[src/rtl/ahb_arbiter_2m.sv]
// rtl/ahb_arbiter_2m.sv - Two-master AHB arbiter with burst tracking and locked transfers
// Option macro AHB_ARB_ROUND_ROBIN_EN: round-robin on contention instead of master-1 priority.
module ahb_arbiter_2m (
    input  logic       hclk,
    input  logic       hresetn,
    input  logic       hbusreq0,
    input  logic       hbusreq1,
    input  logic       hlock0,
    input  logic       hlock1,
    input  logic [1:0] htrans,
    input  logic [2:0] hburst,
    input  logic       hready,
    output logic       hgrant0,
    output logic       hgrant1,
    output logic       hmaster,
    output logic       hmastlock
);
    localparam logic [1:0] TR_IDLE   = 2'b00;
    localparam logic [1:0] TR_BUSY   = 2'b01;
    localparam logic [1:0] TR_NONSEQ = 2'b10;
    localparam logic [1:0] TR_SEQ    = 2'b11;

    typedef enum logic [1:0] {ST_FREE, ST_BURST, ST_LOCKED} state_t;

    state_t     state_q, state_d;
    logic [3:0] cnt_q, cnt_d;
    logic [3:0] burst_load;
    logic       grant_q, grant_d;
    logic       master_q, mastlock_q;
    logic       req0, req1, owner_lock, lock_hold, contested;
    logic       arb_point, winner;

`ifdef AHB_ARB_ROUND_ROBIN_EN
    logic       rr_q, rr_d;
`endif

    always_comb begin
        case (hburst)
            3'b010, 3'b011: burst_load = 4'd3;
            3'b100, 3'b101: burst_load = 4'd7;
            3'b110, 3'b111: burst_load = 4'd15;
            default:        burst_load = 4'd0;
        endcase
    end

    assign req0       = hbusreq0 | hlock0;
    assign req1       = hbusreq1 | hlock1;
    assign owner_lock = grant_q ? hlock1 : hlock0;
    assign lock_hold  = (state_q == ST_LOCKED) && owner_lock;
    assign contested  = req0 && req1 && !lock_hold;

    always_comb begin
        if (lock_hold) begin
            winner = grant_q;
        end else if (contested) begin
`ifdef AHB_ARB_ROUND_ROBIN_EN
            winner = ~rr_q;
`else
            winner = 1'b1;
`endif
        end else begin
            winner = req1;
        end
    end

    // A nonzero counter means a fixed-length burst is in flight, locked or not.
    always_comb begin
        state_d   = state_q;
        cnt_d     = cnt_q;
        grant_d   = grant_q;
        arb_point = 1'b0;
`ifdef AHB_ARB_ROUND_ROBIN_EN
        rr_d      = rr_q;
`endif
        if (cnt_q != 4'd0) begin
            case (htrans)
                TR_SEQ: begin
                    if (cnt_q == 4'd1) arb_point = 1'b1;
                    else               cnt_d = cnt_q - 4'd1;
                end
                TR_BUSY: ;
                default: arb_point = 1'b1;
            endcase
        end else if (htrans == TR_IDLE) begin
            arb_point = 1'b1;
        end else if (htrans != TR_BUSY && burst_load == 4'd0) begin
            arb_point = 1'b1;
        end else if (htrans == TR_NONSEQ && burst_load != 4'd0) begin
            cnt_d = burst_load;
            if (state_q == ST_FREE) state_d = ST_BURST;
        end

        if (arb_point) begin
            cnt_d   = 4'd0;
            grant_d = winner;
            state_d = (winner ? hlock1 : hlock0) ? ST_LOCKED : ST_FREE;
`ifdef AHB_ARB_ROUND_ROBIN_EN
            if (contested) rr_d = winner;
`endif
        end
    end

    always_ff @(posedge hclk or negedge hresetn) begin
        if (!hresetn) begin
            state_q    <= ST_FREE;
            cnt_q      <= 4'd0;
            grant_q    <= 1'b0;
            master_q   <= 1'b0;
            mastlock_q <= 1'b0;
        end else if (hready) begin
            state_q    <= state_d;
            cnt_q      <= cnt_d;
            grant_q    <= grant_d;
            master_q   <= grant_q;
            mastlock_q <= (state_q == ST_LOCKED);
        end
    end

`ifdef AHB_ARB_ROUND_ROBIN_EN
    always_ff @(posedge hclk or negedge hresetn) begin
        if (!hresetn)    rr_q <= 1'b0;
        else if (hready) rr_q <= rr_d;
    end
`endif

    assign hgrant0   = ~grant_q;
    assign hgrant1   = grant_q;
    assign hmaster   = master_q;
    assign hmastlock = mastlock_q;

endmodule

[config.mk]
export PLATFORM = sky130hd
export DESIGN_NAME = ahb_arbiter_2m
export DESIGN_NICKNAME = d
export VERILOG_FILES = /design/src/rtl/ahb_arbiter_2m.sv
export SDC_FILE = /design/constraint.sdc
export NUM_CORES = 1
export LEC_CHECK = 0
export CAP_MARGIN = 25
export CELL_PAD_IN_SITES_DETAIL_PLACEMENT = 1
export CELL_PAD_IN_SITES_GLOBAL_PLACEMENT = 1
export CORE_AREA = 5 5 44 46
export CTS_CLUSTER_DIAMETER = 120
export CTS_CLUSTER_SIZE = 40
export DETAILED_ROUTE_END_ITERATION = 10
export DIE_AREA = 0 0 49 51
export DONT_BUFFER_PORTS = 1
export PLACE_DENSITY_LB_ADDON = 0.1
export RECOVER_POWER = 50
export SLEW_MARGIN = 20
export SYNTH_ARGS = -nofsm -noshare
export SYNTH_HDL_FRONTEND = slang
export SYNTH_SLANG_ARGS = --single-unit
[constraint.sdc]
create_clock -name hclk -period 2.6 [get_ports hclk]
set_clock_uncertainty 0.15 [all_clocks]
set_input_delay 0.26 -clock hclk [delete_from_list [all_inputs] [get_ports hclk]]
set_output_delay 0.26 -clock hclk [all_outputs]
set_load 0.05 [all_outputs]
After elaboration in Yosys (flattened, before gate mapping)
Cells that the tools add are included.
{ "word_totals": {"ff_bits": 9, "inputBits": 12, "out_inout_bits": 4, "elab_cells": 72} }
{ "op_classes": {"n_addsub": 1, "n_eq_ne": 19, "muxes": 24, "bitwise": 3, "reduce_logical": 20} }
{ "op_table": {"columns": ["operator", "n"], "rows": [
  ["two-way mux 4 bit", 7],
  ["two-way mux 2 bit", 7],
  ["== test 3 bit, second input constant", 4],
  ["case mux 4 bit (3 select lines)", 1],
  ["AND reduction 6 bit", 2],
  ["inequality test 3 bit, second input constant", 3],
  ["two-way mux 1 bit", 8],
  ["nonzero test 4 bit", 2],
  ["== test 2 bit, second input constant", 3],
  ["== test 3 x 2 -> 1 bit, second input constant", 2],
  ["inequality test 2 bit, second input constant", 3],
  ["OR reduction 2 bit", 3],
  ["logical AND 1 bit", 5],
  ["== test 4 x 1 -> 1 bit, second input constant", 1],
  ["zero test 2 bit", 2],
  ["zero test 4 bit", 1],
  ["nonzero test 2 bit", 2],
  ["subtractor 4 x 1 -> 4 bit, second input constant", 1],
  ["inequality test 3 x 2 -> 1 bit, second input constant", 1],
  ["nonzero test 3 bit", 1],
  ["== test 2 x 1 -> 1 bit, second input constant", 1],
  ["inequality test 2 x 1 -> 1 bit, second input constant", 1],
  ["bitwise OR 1 bit", 2],
  ["case mux 1 bit (2 select lines)", 1],
  ["3 further kinds", 3]
]} }

Depth between registers and ports, before layout
Gate-level depths: netlist (run 1).
{ "logic_depth": {"ltp_word": 10, "ltp_mapped": 7, "depth_no_buf": 6} }

Least setup slack after synthesis (run 1)
OpenSTA, ideal clock, no wires.
{ "synth_path": {"path_kind": "register to register", "startpoint": "register cnt_q[0]", "endpoint": "register state_q[1]", "setup_time_ps": 125, "arrival_ps": 1727, "required_time_ps": 2325, "path_slack_ps": 598, "stages_incl_launch_ff": 8, "path_buffers": 1, "period_less_slack_ps": 2002, "cell_sequence": "dfrtp_1 -> inv_1 -> ha_1 -> or3b_1 -> clkbuf_2 -> nor2_1 -> nor3_2 -> mux2_4"} }
{ "synth_via": {"elab_chain_len": 6, "elab_cells_between_ends": 12, "classes_between": "4 x eq/ne; 4 x mux; 4 x reduce/logical"} }
{ "synth_lines": {"columns": ["element", "line", "source"], "rows": [
  ["start, declared", "26", "logic [3:0] cnt_q, cnt_d;"],
  ["start signal, assigned", "112", "cnt_q <= cnt_d;"],
  ["== test 4 x 1 -> 1 bit", "78", "if (cnt_q == 4'd1) arb_point = 1'b1;"],
  ["two-way mux 1 bit", "78", null],
  ["case mux 1 bit (2 select lines)", "76", "case (htrans)"],
  ["two-way mux 1 bit", "75", "if (cnt_q != 4'd0) begin"],
  ["inequality test 2 bit (no source line) or nonzero test 2 bit (tied branches)", null, null],
  ["AND reduction 6 bit (no source line)", null, null],
  ["end signal, assigned", "111", "state_q <= state_d;"],
  ["end, declared", "25", "state_t state_q, state_d;"]
]} }
Several ways; a longest one is shown, not always the timed one.
A chain may end at the register's enable or synchronous reset.

Worst setup path in the final report (run 1)
Ends and elaborated chain as after synthesis.

==> results of run 1 <==
## metrics by stage
stage	cell area (um^2)	instances	util [%]	hold slack, ps
floorplan	626	67	-	-186
global placement	638	82	43.4	-185
detailed placement	638	82	43.4	-185
CTS	684	88	46.5	0.580
global route	694	89	47.2	42.4
finish	694	89	47.2	52.7
## area by class of cell
class | instances | area [um^2]
fillers | 184 | 777
inverters | 6 | 22.5
repair buffers | 4 | 37.5
multi-input cells | 50 | 363
well taps | 16 | 20.0
clock buffers | 4 | 26.3
flip-flops and latches | 9 | 225
## state kept, by name (all words and copies together), names as in the netlist
register and cells:
cnt_q 4, state_q 2, hgrant1 1, hmaster 1, hmastlock 1
## logic make-up (layout without fill, tap and decap cells)
| kind of cell | after synthesis | after routing | share of synthesized area (%) |
|---|---|---|---|
| adders and majority gates | 3 | 3 | 6.00 |
| AOI/OAI and AO/OA | 20 | 20 | 21.6 |
| muxes | 3 | 3 | 5.80 |
| buffers and inverters | 8 | 14 | 6.00 |
| DFF | 9 | 9 | 36.0 |
| and+or+nand+nor | 24 | 24 | 24.6 |
## placed cells by master (no fill, tap or decap), types with 2 or more instances in the layout
cell type      instances
dfrtp_1                9
o21ai_0                7
inv_1                  6
nand2_1                5
nor3_1                 3
ha_1                   3
clkbuf_4               3
dlygate4sd3_1          3
nor2_1                 2
a21boi_0               2
nand4b_1               2
## synthesized netlist by cell type (all sizes together)
library cell / count
nand3b: 1
or4: 1
or4bb: 1
a22oi: 1
a31oi: 1
or2: 2
o41ai: 1
mux2: 2
a21boi: 2
nor2: 2
clkdlybuf4s15: 1
nand4b: 2
nor3: 4
o221ai: 1
dfrtp: 9
a22o: 1
nand2b: 1
or3b: 1
a21oi: 1
nor4bb: 1
o21ai: 7
nand3: 1
clkbuf: 1
o311ai: 1
o211ai: 1
nor3b: 1
a21o: 1
o21bai: 1
mux2i: 1
ha: 3
and2b: 1
a211o: 1
nand2: 5
inv: 6
## per-layer routing
layer  part of all wire [%]  up-vias  GRT usage, %
li1                       -      259             -
met3                    4.1        2          6.69
met4                   0.70        0          4.04
met1                     46      262          19.2
met5                      0        -             0
met2                     49        7          23.5
## worst paths after layout
kind	startpoint	to	slack (ps)	cells past startpoint
max reg2reg	cnt_q[0]$_DFFE_PN0P_	state_q[1]$_DFFE_PN0P_	390	6
max in group asynchronous	hresetn	hmaster$_DFFE_PN0P_	1800	1
min	htrans[0]	cnt_q[2]$_DFFE_PN0P_	50	2
max	cnt_q[0]$_DFFE_PN0P_	state_q[1]$_DFFE_PN0P_	390	6
min reg2reg	state_q[1]$_DFFE_PN0P_	hmastlock$_DFFE_PN0P_	430	2
min in group asynchronous	hresetn	cnt_q[2]$_DFFE_PN0P_	210	1
## what timing repair did
action,CTS,global route
hold endpoints to repair,10,2
hold buffers,2,1
buffers inserted,0,0
## report_power, final
part / internal [mW] / leakage [nW] / switching, mW
sequential: 0.200 / 0.110 / 0.155
combinational: 0.152 / 0.179 / 0.184
clock: 0.0590 / 0.0150 / 0.0470
## worst max-delay path, stage by stage, from the launching register on
cell and delay (ps):
dfrtp_1 420, inv_1 140, ha_1 270, or3b_1 490
nor2_1 240, nor3_2 100, mux2_4 300
==> results_dict.tcl, run 1 <==
set metrics [dict create \
    worst_pin_slew_ps 524 \
    ir_drop_uv 649 \
    cp-start-kind "flop" \
    synth_top_area_cell "dfrtp_1" \
    cts_sinks 9 \
    maxSlewViolCount 0 \
    overflow 0 \
    layout.nets 89 \
    cts.path.max_buffers 2 \
    setup_slack_ps 390 \
    grt_max_degree 10 \
    hpwl_mm 1.21 \
    synth_cell_types 37 \
    rows 14 \
    max_freq_ghz 0.452 \
    antenna_cells 0 \
    period_minus_slack_ps 2210 \
    cts_tree "built" \
    fp.dieW_um 49 \
    tns_ps 0 \
    worstSetupPathType "reg2reg" \
    netlist_area_um2 626 \
    syn_nets 82 \
    clkTransAtPathRegs_ps 60 \
    area_growth_pct 11.0 \
    crit_required_ps 2600 \
    core_um2 1470 \
    drtAntennaViolNets 0 \
    max_cap_viol_count 0 \
    ys_seq_elements 9 \
    cts_buffers 3 \
    post-place-ws_ps 403 \
    die-area_um2 2500 \
    yosysSeqAreaShare_pct 36.0 \
    final_layout_size_suffix_gt1_share_pct 12.3 \
    ys_top_cells_by_area "dfrtp_1 (36%), ha_1 (6.0%), o21ai_0 (5.6%)" \
    finalCritPeriodShare_pct 85.0 \
    yosysTopAreaCellShare_pct 36.0 \
    start_util_pct 42.5 \
    dr.first_iter.drc_count 7 \
    power_density_nw_per_um2 1150 \
    crit_arrival_ps 2210 \
    globalplace.congestion 0.781 \
    wl_per_cell_um 17.7 \
    avgSynthCellArea_um2 9.34 \
    num_vias 530 \
    netlist_instances 67 \
    antenna_found_initial 0 \
    viasPerCell 5.96 \
    ys_warn_count 0 \
    cts_root_buf "clkbuf_4" \
    timing.slew.headroom_pct 65.0 \
    drc_errors 0 \
    hold_viol 0 \
    finalPower_uw 798 \
    grt_pass1_wl_mm 2.87 \
    outcome "complete, no violations" \
    grt_pass1_vias 595 \
    setup_viol 0 \
    rsz0062_at_grt "false" \
    leakagePower_nw 0.304 \
    chipHeight_um 51 \
    hold_class "in2reg" \
    cts_resized 0 \
    dr.pass1.iters 4 \
    htree_levels 1 \
    routed_wl_mm 1.57 \
    crit_path_end_kind "flop" \
    clkLatencyLatePin_ps 260 \
    io_buffers 0 \
    critPathMaxFanout 7 \
    ios 16 \
    grt_usage_pct 15.1 \
]
Power figures use the tool's default switching activity.
==> inputs of run 2 (changes only) <==
--- a/config.mk
+++ b/config.mk
@@ -9,7 +9,6 @@
 export CELL_PAD_IN_SITES_DETAIL_PLACEMENT = 1
 export CELL_PAD_IN_SITES_GLOBAL_PLACEMENT = 1
 export CORE_AREA = 5 5 44 46
-export CTS_CLUSTER_DIAMETER = 120
 export CTS_CLUSTER_SIZE = 40
 export DETAILED_ROUTE_END_ITERATION = 10
 export DIE_AREA = 0 0 49 51
==> constraint.sdc (replaced) <==
create_clock -name hclk -period 2.1 [get_ports hclk]
set_clock_uncertainty 0.15 [all_clocks]
set_input_delay 0.21 -clock hclk [delete_from_list [all_inputs] [get_ports hclk]]
set_output_delay 0.21 -clock hclk [all_outputs]
set_load 0.05 [all_outputs]
==> run 2 against run 1 <==
  * Die area stayed put
  * Core utilization grew 4.3 points
  * Global-route usage is 0.20 points lower
  * Total power is 38% higher
  * Non-clock buffer count grew 8
  * Combinational power increased by 72%
  * Setup slack lost 230 ps
  * Sequential share of layout area shrank 2.7 points
  * Critical endpoint unchanged
  * Largest power group is now combinational cells
==> results_dict.tcl, run 2 (same netlist as run 1, synthesis figures left out) <==
set metrics [dict create \
    chipHeight_um 51 \
    regMostFlops "cnt_q" \
    hold_class "in2reg" \
    dr.first_iter.drc_count 5 \
    cp-start-kind "flop" \
    final_layout_size_suffix_gt1_share_pct 22.2 \
    leakagePower_nw 0.344 \
    maxSlewViolCount 0 \
    worstSetupPathType "reg2reg" \
    grt_usage_pct 14.9 \
    slowest_delay_ps 440 \
    num_vias 565 \
    wl_per_cell_um 16.7 \
    finalPower_mw 1.10 \
    reg_top3 "cnt_q: 4 flops, state_q: 2 flops" \
    mostFrequentLayoutCells "dfrtp_1 (9), buf_4 (9), o21ai_0 (7), inv_1 (6), nand2_1 (5)" \
    globalplace.congestion 0.768 \
    finalCritPeriodShare_pct 92.6 \
    rows 14 \
    grt_max_degree 10 \
    setup_slack_ps 156 \
    final_area_um2 757 \
    layout.nets 97 \
    fp.dieW_um 49 \
    grt_pass1_wl_mm 2.84 \
    cts_setup_buffers 0 \
    cts_sinks 9 \
    die-area_um2 2500 \
    ir_drop_uv 606 \
    io_buffers 0 \
    worstPathCellList "inv_1 -> ha_1 -> or3b_4 -> nor2_1 -> nor3_2 -> mux2_4" \
    start_util_pct 42.5 \
    htree_levels 1 \
    dr.pass1.iters 4 \
    area_growth_pct 21.0 \
    tns_ps 0 \
    max_cap_viol_count 0 \
    post-place-ws_ps 72.7 \
    crit_required_ps 2100 \
    hpwl_mm 1.27 \
    viasPerCell 5.82 \
    period_minus_slack_ps 1940 \
    crit_arrival_ps 1950 \
    power_density_nw_per_um2 1450 \
    timing.slew.headroom_pct 68.9 \
    rsz0062_at_grt "false" \
    ios 16 \
    drc_errors 0 \
    routed_wl_mm 1.62 \
    cts_root_buf "clkbuf_4" \
    critPathMaxFanout 7 \
    largest_register_ffs 4 \
    clkLatencyLatePin_ps 260 \
    grt_pass1_vias 601 \
    antenna_found_initial 0 \
    worst_pin_slew_ps 466 \
    cts_tree "built" \
    cts.path.max_buffers 2 \
    core_um2 1470 \
    max_freq_ghz 0.515 \
    placed_area_um2 698 \
    setup_viol 0 \
    antenna_cells 0 \
    cpMaxStageDelayCell "or3b_4" \
    cts_buffers 3 \
    drtAntennaViolNets 0 \
    crit_path_end_kind "flop" \
    hold_viol 0 \
    outcome "complete, no violations" \
    overflow 0 \
    clkTransAtPathRegs_ps 70 \
]
-- run 2: metal layers --
layer | global-route usage [%] | share of wire, % | vias up
li1 | - | - | 277
met1 | 17.0 | 46 | 280
met2 | 26.3 | 49 | 8
met3 | 7.27 | 4.6 | 0
met4 | 1.35 | 0 | 0
met5 | 0 | 0 | -
-- run 2: cell type report --
| cell class | instances | area [um^2] |
|---|---|---|
| Sequential cell | 9 | 225 |
| Multi-Input combinational cell | 50 | 365 |
| Timing Repair Buffer | 12 | 97.6 |
| Clock buffer | 4 | 26.3 |
| Inverter | 6 | 22.5 |
| Fill cell | 181 | 714 |
| Tap cell | 16 | 20.0 |
-- run 2: path summary, 6_finish.rpt --
kind	from	end	slack, ps	cells past startpoint
worst max-delay path	cnt_q[1]$_DFFE_PN0P_	state_q[1]$_DFFE_PN0P_	160	6
worst min-delay path	hlock1	state_q[1]$_DFFE_PN0P_	20	2
worst max register to register	cnt_q[1]$_DFFE_PN0P_	state_q[1]$_DFFE_PN0P_	160	6
worst min register to register	state_q[1]$_DFFE_PN0P_	hmastlock$_DFFE_PN0P_	420	2
max in group asynchronous	hresetn	cnt_q[1]$_DFFE_PN0P_	1300	1
min in group asynchronous	hresetn	cnt_q[2]$_DFFE_PN0P_	180	1
-- run 2: through the flow --
stage	utilization (%)	hold slack [ps]	cells
detailed placement	47.4	-235	90
floorplan	-	-236	67
global placement	47.4	-235	90
global route	51.4	7.80	97
CTS	50.6	4.86	96
finish	51.4	20.2	97
-- run 2: critical path: cells and delay by family, from the launching register on --
kind	cells	cell delay, ps
DFF	1	370
adders and majority gates	1	210
and+or+nand+nor	3	710
buffers and inverters	1	100
muxes	1	290
-- run 2: what timing repair did --
item / CTS / global route
hold endpoints to repair: 12 / 1
setup endpoints to repair: 0 / 2
gates resized for setup: 0 / 2
hold buffers: 2 / 1
-- run 2: report_power, final --
part	internal (mW)	switching, mW	total (mW)
combinational	0.275	0.306	0.581
clock	0.0733	0.0624	0.136
sequential	0.249	0.134	0.383
total	0.597	0.503	1.10
